--- src/rtl/id_ex_issue_stage_if.sv ---
// Signal bundle for the ID/EX issue stage.
// Covers the decode side, the ALU side and the downstream forwarding sources.
interface id_ex_issue_stage_if #(
    parameter int DATA_W = 16,
    parameter int REG_AW = 5,
    parameter int CTRL_W = 4
);
    logic              id_valid;
    logic [DATA_W-1:0] id_op1;
    logic [DATA_W-1:0] id_op2;
    logic [REG_AW-1:0] id_rs;
    logic [REG_AW-1:0] id_rt;
    logic              id_rs_used;
    logic              id_rt_used;
    logic [CTRL_W-1:0] id_ctrl;
    logic [REG_AW-1:0] id_rd;
    logic              id_wr_en;
    logic              id_is_load;
    logic              id_ready;
    logic              ex_stall;
    logic              flush;
    logic [31:0]       alu_result;
    logic              mem_wr_en;
    logic [REG_AW-1:0] mem_rd;
    logic [31:0]       mem_data;
    logic              ex_valid;
    logic [DATA_W-1:0] ex_op1;
    logic [DATA_W-1:0] ex_op2;
    logic [CTRL_W-1:0] ex_ctrl;
    logic [REG_AW-1:0] ex_rd;
    logic              ex_wr_en;
    logic              ex_is_load;
    logic [15:0]       bubble_cnt;

    modport master (
        output id_valid, id_op1, id_op2, id_rs, id_rt, id_rs_used, id_rt_used,
               id_ctrl, id_rd, id_wr_en, id_is_load, ex_stall, flush,
               alu_result, mem_wr_en, mem_rd, mem_data,
        input  id_ready, ex_valid, ex_op1, ex_op2, ex_ctrl, ex_rd, ex_wr_en,
               ex_is_load, bubble_cnt
    );

    modport slave (
        input  id_valid, id_op1, id_op2, id_rs, id_rt, id_rs_used, id_rt_used,
               id_ctrl, id_rd, id_wr_en, id_is_load, ex_stall, flush,
               alu_result, mem_wr_en, mem_rd, mem_data,
        output id_ready, ex_valid, ex_op1, ex_op2, ex_ctrl, ex_rd, ex_wr_en,
               ex_is_load, bubble_cnt
    );
endinterface

--- src/rtl/id_ex_issue_stage.sv ---
// ID/EX register feeding the ALU: operand forwarding, hazard bubbles, stall and flush.
// Define ID_EX_FWD_EN for EX/MEM forwarding; otherwise every RAW hazard waits for the regfile.
module id_ex_issue_stage #(
    parameter int DATA_W = 16,
    parameter int REG_AW = 5,
    parameter int CTRL_W = 4
) (
    input  logic               clk,
    input  logic               rst_n,
    id_ex_issue_stage_if.slave bus
);
    logic              ex_valid_reg, ex_valid_next;
    logic [DATA_W-1:0] ex_op1_reg, ex_op2_reg;
    logic [CTRL_W-1:0] ex_ctrl_reg;
    logic [REG_AW-1:0] ex_rd_reg;
    logic              ex_wr_en_reg, ex_is_load_reg;
    logic [15:0]       bubble_cnt_reg, bubble_cnt_next;

    logic                   ex_prod, mem_prod;
    logic [1:0]             src_used, hit_ex, hit_mem;
    logic [1:0][REG_AW-1:0] src_addr;
    logic [1:0][DATA_W-1:0] src_val, opnd_val;
    logic                   bubble, capture, ready;

    // Register 0 never counts as a producer, so it can neither forward nor stall.
    assign ex_prod  = ex_valid_reg & ex_wr_en_reg & (ex_rd_reg != '0);
    assign mem_prod = bus.mem_wr_en & (bus.mem_rd != '0);

    assign src_used = {bus.id_rt_used, bus.id_rs_used};
    assign src_addr = {bus.id_rt, bus.id_rs};
    assign src_val  = {bus.id_op2, bus.id_op1};

    genvar gi;
    generate
        for (gi = 0; gi < 2; gi++) begin : g_opnd
            assign hit_ex[gi]  = src_used[gi] & ex_prod  & (src_addr[gi] == ex_rd_reg);
            assign hit_mem[gi] = src_used[gi] & mem_prod & (src_addr[gi] == bus.mem_rd);
`ifdef ID_EX_FWD_EN
            // Youngest producer wins; the ALU only sees the low DATA_W bits.
            assign opnd_val[gi] = hit_ex[gi]  ? bus.alu_result[DATA_W-1:0] :
                                  hit_mem[gi] ? bus.mem_data[DATA_W-1:0]   :
                                                src_val[gi];
`else
            assign opnd_val[gi] = src_val[gi];
`endif
        end
    endgenerate

`ifdef ID_EX_FWD_EN
    // A load result is not available until MEM, so only load-use must wait.
    assign bubble = bus.id_valid & ex_is_load_reg & (|hit_ex);

    logic unused_hi;
    assign unused_hi = ^{bus.alu_result[31:DATA_W], bus.mem_data[31:DATA_W]};
`else
    // Without forwarding the consumer waits until the producer has left MEM.
    assign bubble = bus.id_valid & ((|hit_ex) | (|hit_mem));

    logic unused_data;
    assign unused_data = ^{bus.alu_result, bus.mem_data};
`endif

    always_comb begin
        ready           = 1'b1;
        capture         = 1'b0;
        ex_valid_next   = ex_valid_reg;
        bubble_cnt_next = bubble_cnt_reg;
        if (bus.flush) begin
            ex_valid_next = 1'b0;
        end else if (bus.ex_stall) begin
            ready = 1'b0;
        end else if (bubble) begin
            ready         = 1'b0;
            ex_valid_next = 1'b0;
            if (bubble_cnt_reg != 16'hFFFF) begin
                bubble_cnt_next = bubble_cnt_reg + 16'd1;
            end
        end else begin
            capture       = bus.id_valid;
            ex_valid_next = bus.id_valid;
        end
    end

    always_ff @(posedge clk) begin
        if (!rst_n) begin
            ex_valid_reg   <= 1'b0;
            ex_op1_reg     <= '0;
            ex_op2_reg     <= '0;
            ex_ctrl_reg    <= '0;
            ex_rd_reg      <= '0;
            ex_wr_en_reg   <= 1'b0;
            ex_is_load_reg <= 1'b0;
            bubble_cnt_reg <= '0;
        end else begin
            ex_valid_reg   <= ex_valid_next;
            bubble_cnt_reg <= bubble_cnt_next;
            if (capture) begin
                ex_op1_reg     <= opnd_val[0];
                ex_op2_reg     <= opnd_val[1];
                ex_ctrl_reg    <= bus.id_ctrl;
                ex_rd_reg      <= bus.id_rd;
                ex_wr_en_reg   <= bus.id_wr_en;
                ex_is_load_reg <= bus.id_is_load;
            end
        end
    end

    assign bus.id_ready   = ready;
    assign bus.ex_valid   = ex_valid_reg;
    assign bus.ex_op1     = ex_op1_reg;
    assign bus.ex_op2     = ex_op2_reg;
    assign bus.ex_ctrl    = ex_ctrl_reg;
    assign bus.ex_rd      = ex_rd_reg;
    assign bus.ex_wr_en   = ex_wr_en_reg;
    assign bus.ex_is_load = ex_is_load_reg;
    assign bus.bubble_cnt = bubble_cnt_reg;
endmodule

--- src/flat_wrapper.sv ---
// flat-port wrapper written by rule: the top's interface ports become plain ports
module id_ex_issue_stage_flat 
#(
    parameter int DATA_W = 16,
    parameter int REG_AW = 5,
    parameter int CTRL_W = 4
)
  (clk, rst_n, bus_id_valid, bus_id_op1, bus_id_op2, bus_id_rs, bus_id_rt, bus_id_rs_used, bus_id_rt_used, bus_id_ctrl, bus_id_rd, bus_id_wr_en, bus_id_is_load, bus_ex_stall, bus_flush, bus_alu_result, bus_mem_wr_en, bus_mem_rd, bus_mem_data, bus_id_ready, bus_ex_valid, bus_ex_op1, bus_ex_op2, bus_ex_ctrl, bus_ex_rd, bus_ex_wr_en, bus_ex_is_load, bus_bubble_cnt);
  id_ex_issue_stage_if #(.DATA_W(DATA_W), .REG_AW(REG_AW), .CTRL_W(CTRL_W)) bus_i ();
  input  logic clk;
  input  logic rst_n;
  input wire logic [$bits(bus_i.id_valid)-1:0] bus_id_valid;
  input wire logic [$bits(bus_i.id_op1)-1:0] bus_id_op1;
  input wire logic [$bits(bus_i.id_op2)-1:0] bus_id_op2;
  input wire logic [$bits(bus_i.id_rs)-1:0] bus_id_rs;
  input wire logic [$bits(bus_i.id_rt)-1:0] bus_id_rt;
  input wire logic [$bits(bus_i.id_rs_used)-1:0] bus_id_rs_used;
  input wire logic [$bits(bus_i.id_rt_used)-1:0] bus_id_rt_used;
  input wire logic [$bits(bus_i.id_ctrl)-1:0] bus_id_ctrl;
  input wire logic [$bits(bus_i.id_rd)-1:0] bus_id_rd;
  input wire logic [$bits(bus_i.id_wr_en)-1:0] bus_id_wr_en;
  input wire logic [$bits(bus_i.id_is_load)-1:0] bus_id_is_load;
  input wire logic [$bits(bus_i.ex_stall)-1:0] bus_ex_stall;
  input wire logic [$bits(bus_i.flush)-1:0] bus_flush;
  input wire logic [$bits(bus_i.alu_result)-1:0] bus_alu_result;
  input wire logic [$bits(bus_i.mem_wr_en)-1:0] bus_mem_wr_en;
  input wire logic [$bits(bus_i.mem_rd)-1:0] bus_mem_rd;
  input wire logic [$bits(bus_i.mem_data)-1:0] bus_mem_data;
  output wire logic [$bits(bus_i.id_ready)-1:0] bus_id_ready;
  output wire logic [$bits(bus_i.ex_valid)-1:0] bus_ex_valid;
  output wire logic [$bits(bus_i.ex_op1)-1:0] bus_ex_op1;
  output wire logic [$bits(bus_i.ex_op2)-1:0] bus_ex_op2;
  output wire logic [$bits(bus_i.ex_ctrl)-1:0] bus_ex_ctrl;
  output wire logic [$bits(bus_i.ex_rd)-1:0] bus_ex_rd;
  output wire logic [$bits(bus_i.ex_wr_en)-1:0] bus_ex_wr_en;
  output wire logic [$bits(bus_i.ex_is_load)-1:0] bus_ex_is_load;
  output wire logic [$bits(bus_i.bubble_cnt)-1:0] bus_bubble_cnt;
  assign bus_i.id_valid = bus_id_valid;
  assign bus_i.id_op1 = bus_id_op1;
  assign bus_i.id_op2 = bus_id_op2;
  assign bus_i.id_rs = bus_id_rs;
  assign bus_i.id_rt = bus_id_rt;
  assign bus_i.id_rs_used = bus_id_rs_used;
  assign bus_i.id_rt_used = bus_id_rt_used;
  assign bus_i.id_ctrl = bus_id_ctrl;
  assign bus_i.id_rd = bus_id_rd;
  assign bus_i.id_wr_en = bus_id_wr_en;
  assign bus_i.id_is_load = bus_id_is_load;
  assign bus_i.ex_stall = bus_ex_stall;
  assign bus_i.flush = bus_flush;
  assign bus_i.alu_result = bus_alu_result;
  assign bus_i.mem_wr_en = bus_mem_wr_en;
  assign bus_i.mem_rd = bus_mem_rd;
  assign bus_i.mem_data = bus_mem_data;
  assign bus_id_ready = bus_i.id_ready;
  assign bus_ex_valid = bus_i.ex_valid;
  assign bus_ex_op1 = bus_i.ex_op1;
  assign bus_ex_op2 = bus_i.ex_op2;
  assign bus_ex_ctrl = bus_i.ex_ctrl;
  assign bus_ex_rd = bus_i.ex_rd;
  assign bus_ex_wr_en = bus_i.ex_wr_en;
  assign bus_ex_is_load = bus_i.ex_is_load;
  assign bus_bubble_cnt = bus_i.bubble_cnt;
  id_ex_issue_stage #(.DATA_W(DATA_W), .REG_AW(REG_AW), .CTRL_W(CTRL_W)) u_core (.clk(clk), .rst_n(rst_n), .bus(bus_i));
endmodule
--- config.mk ---
export PLATFORM = sky130hd
export DESIGN_NAME = id_ex_issue_stage_flat
export DESIGN_NICKNAME = d
export VERILOG_FILES = /design/src/rtl/id_ex_issue_stage_if.sv /design/src/rtl/id_ex_issue_stage.sv /design/src/flat_wrapper.sv
export SDC_FILE = /design/constraint.sdc
export NUM_CORES = 1
export LEC_CHECK = 0
export ABC_AREA = 1
export CELL_PAD_IN_SITES_DETAIL_PLACEMENT = 0
export CELL_PAD_IN_SITES_GLOBAL_PLACEMENT = 1
export CORE_MARGIN = 1.5
export CORE_UTILIZATION = 41
export CTS_BUF_LIST = sky130_fd_sc_hd__clkbuf_4 sky130_fd_sc_hd__clkbuf_8 sky130_fd_sc_hd__clkbuf_16
export DETAILED_ROUTE_END_ITERATION = 10
export DONT_BUFFER_PORTS = 1
export HOLD_SLACK_MARGIN = 0.05
export PLACE_DENSITY = 0.82
export SETUP_SLACK_MARGIN = 0.4
export SLEW_MARGIN = 10
export SYNTH_ARGS = -nofsm -noshare
export SYNTH_HDL_FRONTEND = slang
export SYNTH_SLANG_ARGS = --single-unit
export TNS_END_PERCENT = 20
--- constraint.sdc ---
create_clock -name clk -period 1.9 [get_ports clk]
set_clock_uncertainty 0.1 [all_clocks]
set_input_delay 0.57 -clock clk [delete_from_list [all_inputs] [get_ports clk]]
set_output_delay 0.57 -clock clk [all_outputs]
set_load 0.005 [all_outputs]
After elaboration in Yosys (flattened, before gate mapping). Cells that the tools add are included.

Input port bits: 130. Output and inout bits: 61. Bits in registers: 60.

$add $sub $neg: 1. Eq/ne operators: 5. Reduce and logical (&&, ||, !) cells: 6. Bitwise operators: 16. Mux-type cells: 6.

Operator list (count): equality test 5 bit (4); adder 16 x 1 -> 16 bit, second input constant (1); != test 16 bit, second input constant (1); AND 1 bit (12); nonzero test 5 bit (2); two-way mux 1 bit (6); OR reduction 2 bit (3); AND reduction 4 bit (1); NOT 1 bit (3); bitwise OR 1 bit (1).

Depth between registers and ports, before layout.
Depth in word-level cells: 10. Mapped depth: 13.

Worst setup path before layout. OpenSTA, ideal clock, no wires.

Path type: input-to-output. Start point: in bus_mem_rd[2]. End point: out bus_id_ready. Slack: -0.050 ns. Arrival time: 1.280 ns. Stages: 7. Path through: inv_1 > nand4_1 > o21ai_0 > inv_1 > nand2_2 > a21oi_1 > o21ai_0.

Cells in the longest elaborated chain, start to end: 10. Elaborated cells on any way between the ends: 14.

Ends and longest elaborated chain: start, declared (line flat_wrapper.sv:27) `input wire logic [$bits(bus_i.mem_rd)-1:0] bus_mem_rd;`; nonzero test 5 bit (line id_ex_issue_stage.sv:27) `assign mem_prod = bus.mem_wr_en & (bus.mem_rd != '0);`; AND 1 bit (line id_ex_issue_stage.sv:27); AND 1 bit (2 in a row) (line id_ex_issue_stage.sv:37) `assign hit_mem[gi] = src_used[gi] & mem_prod & (src_addr[gi] == bus.mem_rd);`; OR reduction 2 bit (*) (line id_ex_issue_stage.sv:57) `assign bubble = bus.id_valid & ((|hit_ex) | (|hit_mem));`; bitwise OR 1 bit (*) (line id_ex_issue_stage.sv:57); AND 1 bit (*) (line id_ex_issue_stage.sv:57); two-way mux 1 bit (*) (line id_ex_issue_stage.sv:72) `end else if (bubble) begin`; two-way mux 1 bit (*) (line id_ex_issue_stage.sv:70) `end else if (bus.ex_stall) begin`; two-way mux 1 bit (*) (line id_ex_issue_stage.sv:68) `if (bus.flush) begin`; end, declared (line flat_wrapper.sv:29) `output wire logic [$bits(bus_i.id_ready)-1:0] bus_id_ready;`.

Mark *: on every way between the ends. The rest lies on a longest branch, timed or not.

Final worst setup path.
Start point: reg u_core.ex_rd_reg[2], in the netlist u_core.bus.ex_rd[2]. End point: reg u_core.ex_op1_reg[4], in the netlist u_core.bus.ex_op1[4].

Cells in the longest elaborated chain, start to end: 10. Elaborated cells on any way between the ends: 14.

Ends and longest elaborated chain: start, declared (line id_ex_issue_stage.sv:15) `logic [REG_AW-1:0] ex_rd_reg;`; start signal, assigned (line id_ex_issue_stage.sv:101) `ex_rd_reg <= bus.id_rd;`; nonzero test 5 bit (line id_ex_issue_stage.sv:26) `assign ex_prod = ex_valid_reg & ex_wr_en_reg & (ex_rd_reg != '0);`; AND 1 bit (line id_ex_issue_stage.sv:26); AND 1 bit (2 in a row) (line id_ex_issue_stage.sv:36) `assign hit_ex[gi] = src_used[gi] & ex_prod & (src_addr[gi] == ex_rd_reg);`; OR reduction 2 bit (*) (line id_ex_issue_stage.sv:57); bitwise OR 1 bit (*) (line id_ex_issue_stage.sv:57); AND 1 bit (*) (line id_ex_issue_stage.sv:57); two-way mux 1 bit (*) (line id_ex_issue_stage.sv:72); two-way mux 1 bit (*) (line id_ex_issue_stage.sv:70); two-way mux 1 bit (*) (line id_ex_issue_stage.sv:68); end signal, assigned (line id_ex_issue_stage.sv:98) `ex_op1_reg <= opnd_val[0];`; end, declared (line id_ex_issue_stage.sv:13) `logic [DATA_W-1:0] ex_op1_reg, ex_op2_reg;`.

Marks and branches as above. A chain may end at the register's enable or synchronous reset.

==> summary.txt <==
Status - finished, violations left
Failing checks - setup timing
Worst-path cell chain - inv_2, nand2_2, nand2_2, nor2_2, nand3_1, nand2_1, nand2_2, buf_6, buf_6, buf_6, buf_12, nand2_8, nor2_8, nand2_8, clkbuf_16, nand2_4, a21oi_2
Initial antenna violation count - 0
Post-layout worst setup margin - -237 ps
Row Count - 31
Cell Int Power - 2160 uW
Hold Vio Cnt, Final - 0
ANT nets after route - 0
Pre-CTS setup slack - -108 ps
Clock-pin slew on the worst setup and hold paths - 70 ps
Class of the worst hold path - in2reg
Area Growth Syn to Fin - 29.4%
DRT Wirelength - 8180 um
Yosys cell types - 29
Crit path DAT - 2300 ps
Max cap viols - 0
PD cells - 713 nW/um^2
Reg area - 1220 um^2
GRT overflow - 0
Share of layout cells above drive strength 1 - 28.9%
Final Max Tran Viols - 0
Setup violators final - 61
Residual DRC - 0
Crit start category - flip-flop
Crit path kind - reg2reg
Initial core utilization - 42.9%
Synth warn - 0
Slew HR - 60.6%
Sequential cell fraction of total power - 45.4%
Vias in the first global route - 2836
Syn Nets - 599
Maximum clock path buffer count - 2
Largest net degree at the start of global routing - 48
Worst-Margin Slew - 591 ps
Slowest stage delay, CP - 390 ps
Setup TNS - -10130 ps
Sinks on Clock Net - 60
Via density - 4.97
Post-DR wirelength/cell - 13.7 um
Post-CTS Hold Buffers - 0
Top-area cell type share of the netlist area - 38.2%
Post-Syn Area - 3140 um^2
Switching part of the total - 25.4%
Combinational share of power - 10.2%
Fmax - 468 MHz
DRT Pass-1 Iters - 4
CTS buffer count - 9
CTS tree - done
Worst Path Required - 2060 ps
Ranking of synthesized cells by area - dfxtp_1 38%, nand2_1 16%, nand3_1 8.6%
Final Cycle Share - 112%
RSZ-0062 raised after global routing - true
Min cycle time layout - 2140 ps
Final net count - 625
Pleak - 0.00169 uW
CORE AREA - 7330 um^2
Final HPWL DP - 5750 um
Initial DRC Count - 38
CP Capture Type - flip-flop
Die Ht - 90.6 um
ANT cells - 0
First-pass GRT wire length - 13100 um
Port-buffer cells - 0
Share of the yosys chip area belonging to registers - 38.2%
Via Count - 2974
Slowest CP cell - dfxtp_4
Crit Path Max Fanout - 6
H-Tree Depth - 3
Worst ir drop on vdd - 441 uV
CTS root buffer - clkbuf_8
Clock Power Share - 44.3%
Syn_area_per_cell - 6.72 um^2
Global Route Usage Sum - 19.8%
Die Wd - 90.6 um
Syn Inst Count - 468
I/O pins - 191
Psw - 739 uW
Fillers - 688
Full die area - 8200 um^2
Multi-input logic area - 1810 um^2
Clock Latency Late Sink - 330 ps
Synth area leader - dfxtp_1
RD Place Congestion - 0.807
Yosys reg bits - 60
logic make-up (layout without fill, tap and decap cells):
kind of cell / after synthesis / after routing / synth area share [%]
and+or+nand+nor: 266 / 266 / 38.8
buffers and inverters: 78 / 109 / 10.6
DFF: 60 / 60 / 38.2
AOI/OAI and AO/OA: 57 / 57 / 10.3
xor gates and xnor gates: 6 / 6 / 1.67
adders and majority gates: 1 / 1 / 0.398
per-stage QoR:
| step | power, uW | hold WS [ps] | area, um^2 | std cells | utilization (%) |
|---|---|---|---|---|---|
| after global placement | 1590 | 368 | 3510 | 576 | 47.9 |
| after floorplan | 1530 | 355 | 3210 | 468 | - |
| after global routing | 3040 | 229 | 4070 | 598 | 55.5 |
| after CTS | 2900 | 224 | 3790 | 595 | 51.7 |
| after detailed placement | 1590 | 372 | 3510 | 576 | 47.9 |
| final | 2900 | 246 | 4070 | 598 | 55.5 |
synth_stat cells (all sizes together):
cell type  number
xor2            6
nand2         143
nand3          56
a21oi          45
o21bai          9
inv            57
clkbuf          9
nor3            8
nor2           49
ha              1
o21ai           3
clkinv          1
buf            11
nand4          10
dfxtp          60
critical path: cells and delay by family, from the launching register on:
kind | cells | cell delay (ps)
compound gates | 1 | 160
buf+inv | 6 | 660
flops | 1 | 390
simple gates | 10 | 760
routing by layer:
| layer | track usage (%) | routed length, um | up-vias |
|---|---|---|---|
| met5 | 0 | 0 | - |
| met2 | 33.0 | 3890 | 84 |
| met3 | 8.25 | 620 | 10 |
| li1 | - | - | 1537 |
| met4 | 4.37 | 115 | 0 |
| met1 | 23.5 | 3550 | 1343 |
what timing repair did:
action,CTS,global route
cloned,0,3
setup buffers,3,0
setup endpoints to repair,69,73
gates resized for setup,14,57
pin swaps,7,19
path summary, 6_finish.rpt:
path                                                    startpoint                                      to  slack [ps]  depth (start not counted)
worst max-delay path              u_core.bus.ex_rd[2]$_SDFFE_PN0P_       u_core.bus.ex_op1[4]$_SDFFE_PN0P_        -240                         17
worst min-delay path                                         rst_n  u_core.bus.bubble_cnt[10]$_SDFFE_PN0P_         250                          2
worst max register to register    u_core.bus.ex_rd[2]$_SDFFE_PN0P_       u_core.bus.ex_op1[4]$_SDFFE_PN0P_        -240                         17
worst min register to register  u_core.bus.ex_op1[12]$_SDFFE_PN0P_      u_core.bus.ex_op1[12]$_SDFFE_PN0P_         380                          2
power by group through the flow:
stage / Sequential (uW) / Combinational [uW] / Clock, uW
floorplan: 1340 / 190 / 0
global placement: 1350 / 244 / 0
detailed placement: 1350 / 248 / 0
CTS: 1320 / 250 / 1340
global route: 1320 / 331 / 1390
finish: 1320 / 297 / 1290
cell type report:
| class | instances | area share [%] |
|---|---|---|
| Timing Repair Buffer | 35 | 10.5 |
| Tap cell | 99 | 3.05 |
| Sequential cell | 60 | 29.9 |
| Clock buffer | 9 | 3.05 |
| Clock inverter | 7 | 2.43 |
| Multi-Input combinational cell | 330 | 44.5 |
| Inverter | 58 | 6.58 |
cells in the final DEF, fill, tap and decap left out, drive strengths merged, types with 3 or more instances in the layout:
cell    instances
a21oi          45
buf            32
clkbuf         12
clkinv          4
dfxtp          60
inv            58
nand2         143
nand3          56
nand4          10
nor2           49
nor3            8
o21ai           3
o21bai          9
xor2            6
Note: power is estimated with default switching activity, not from simulation.
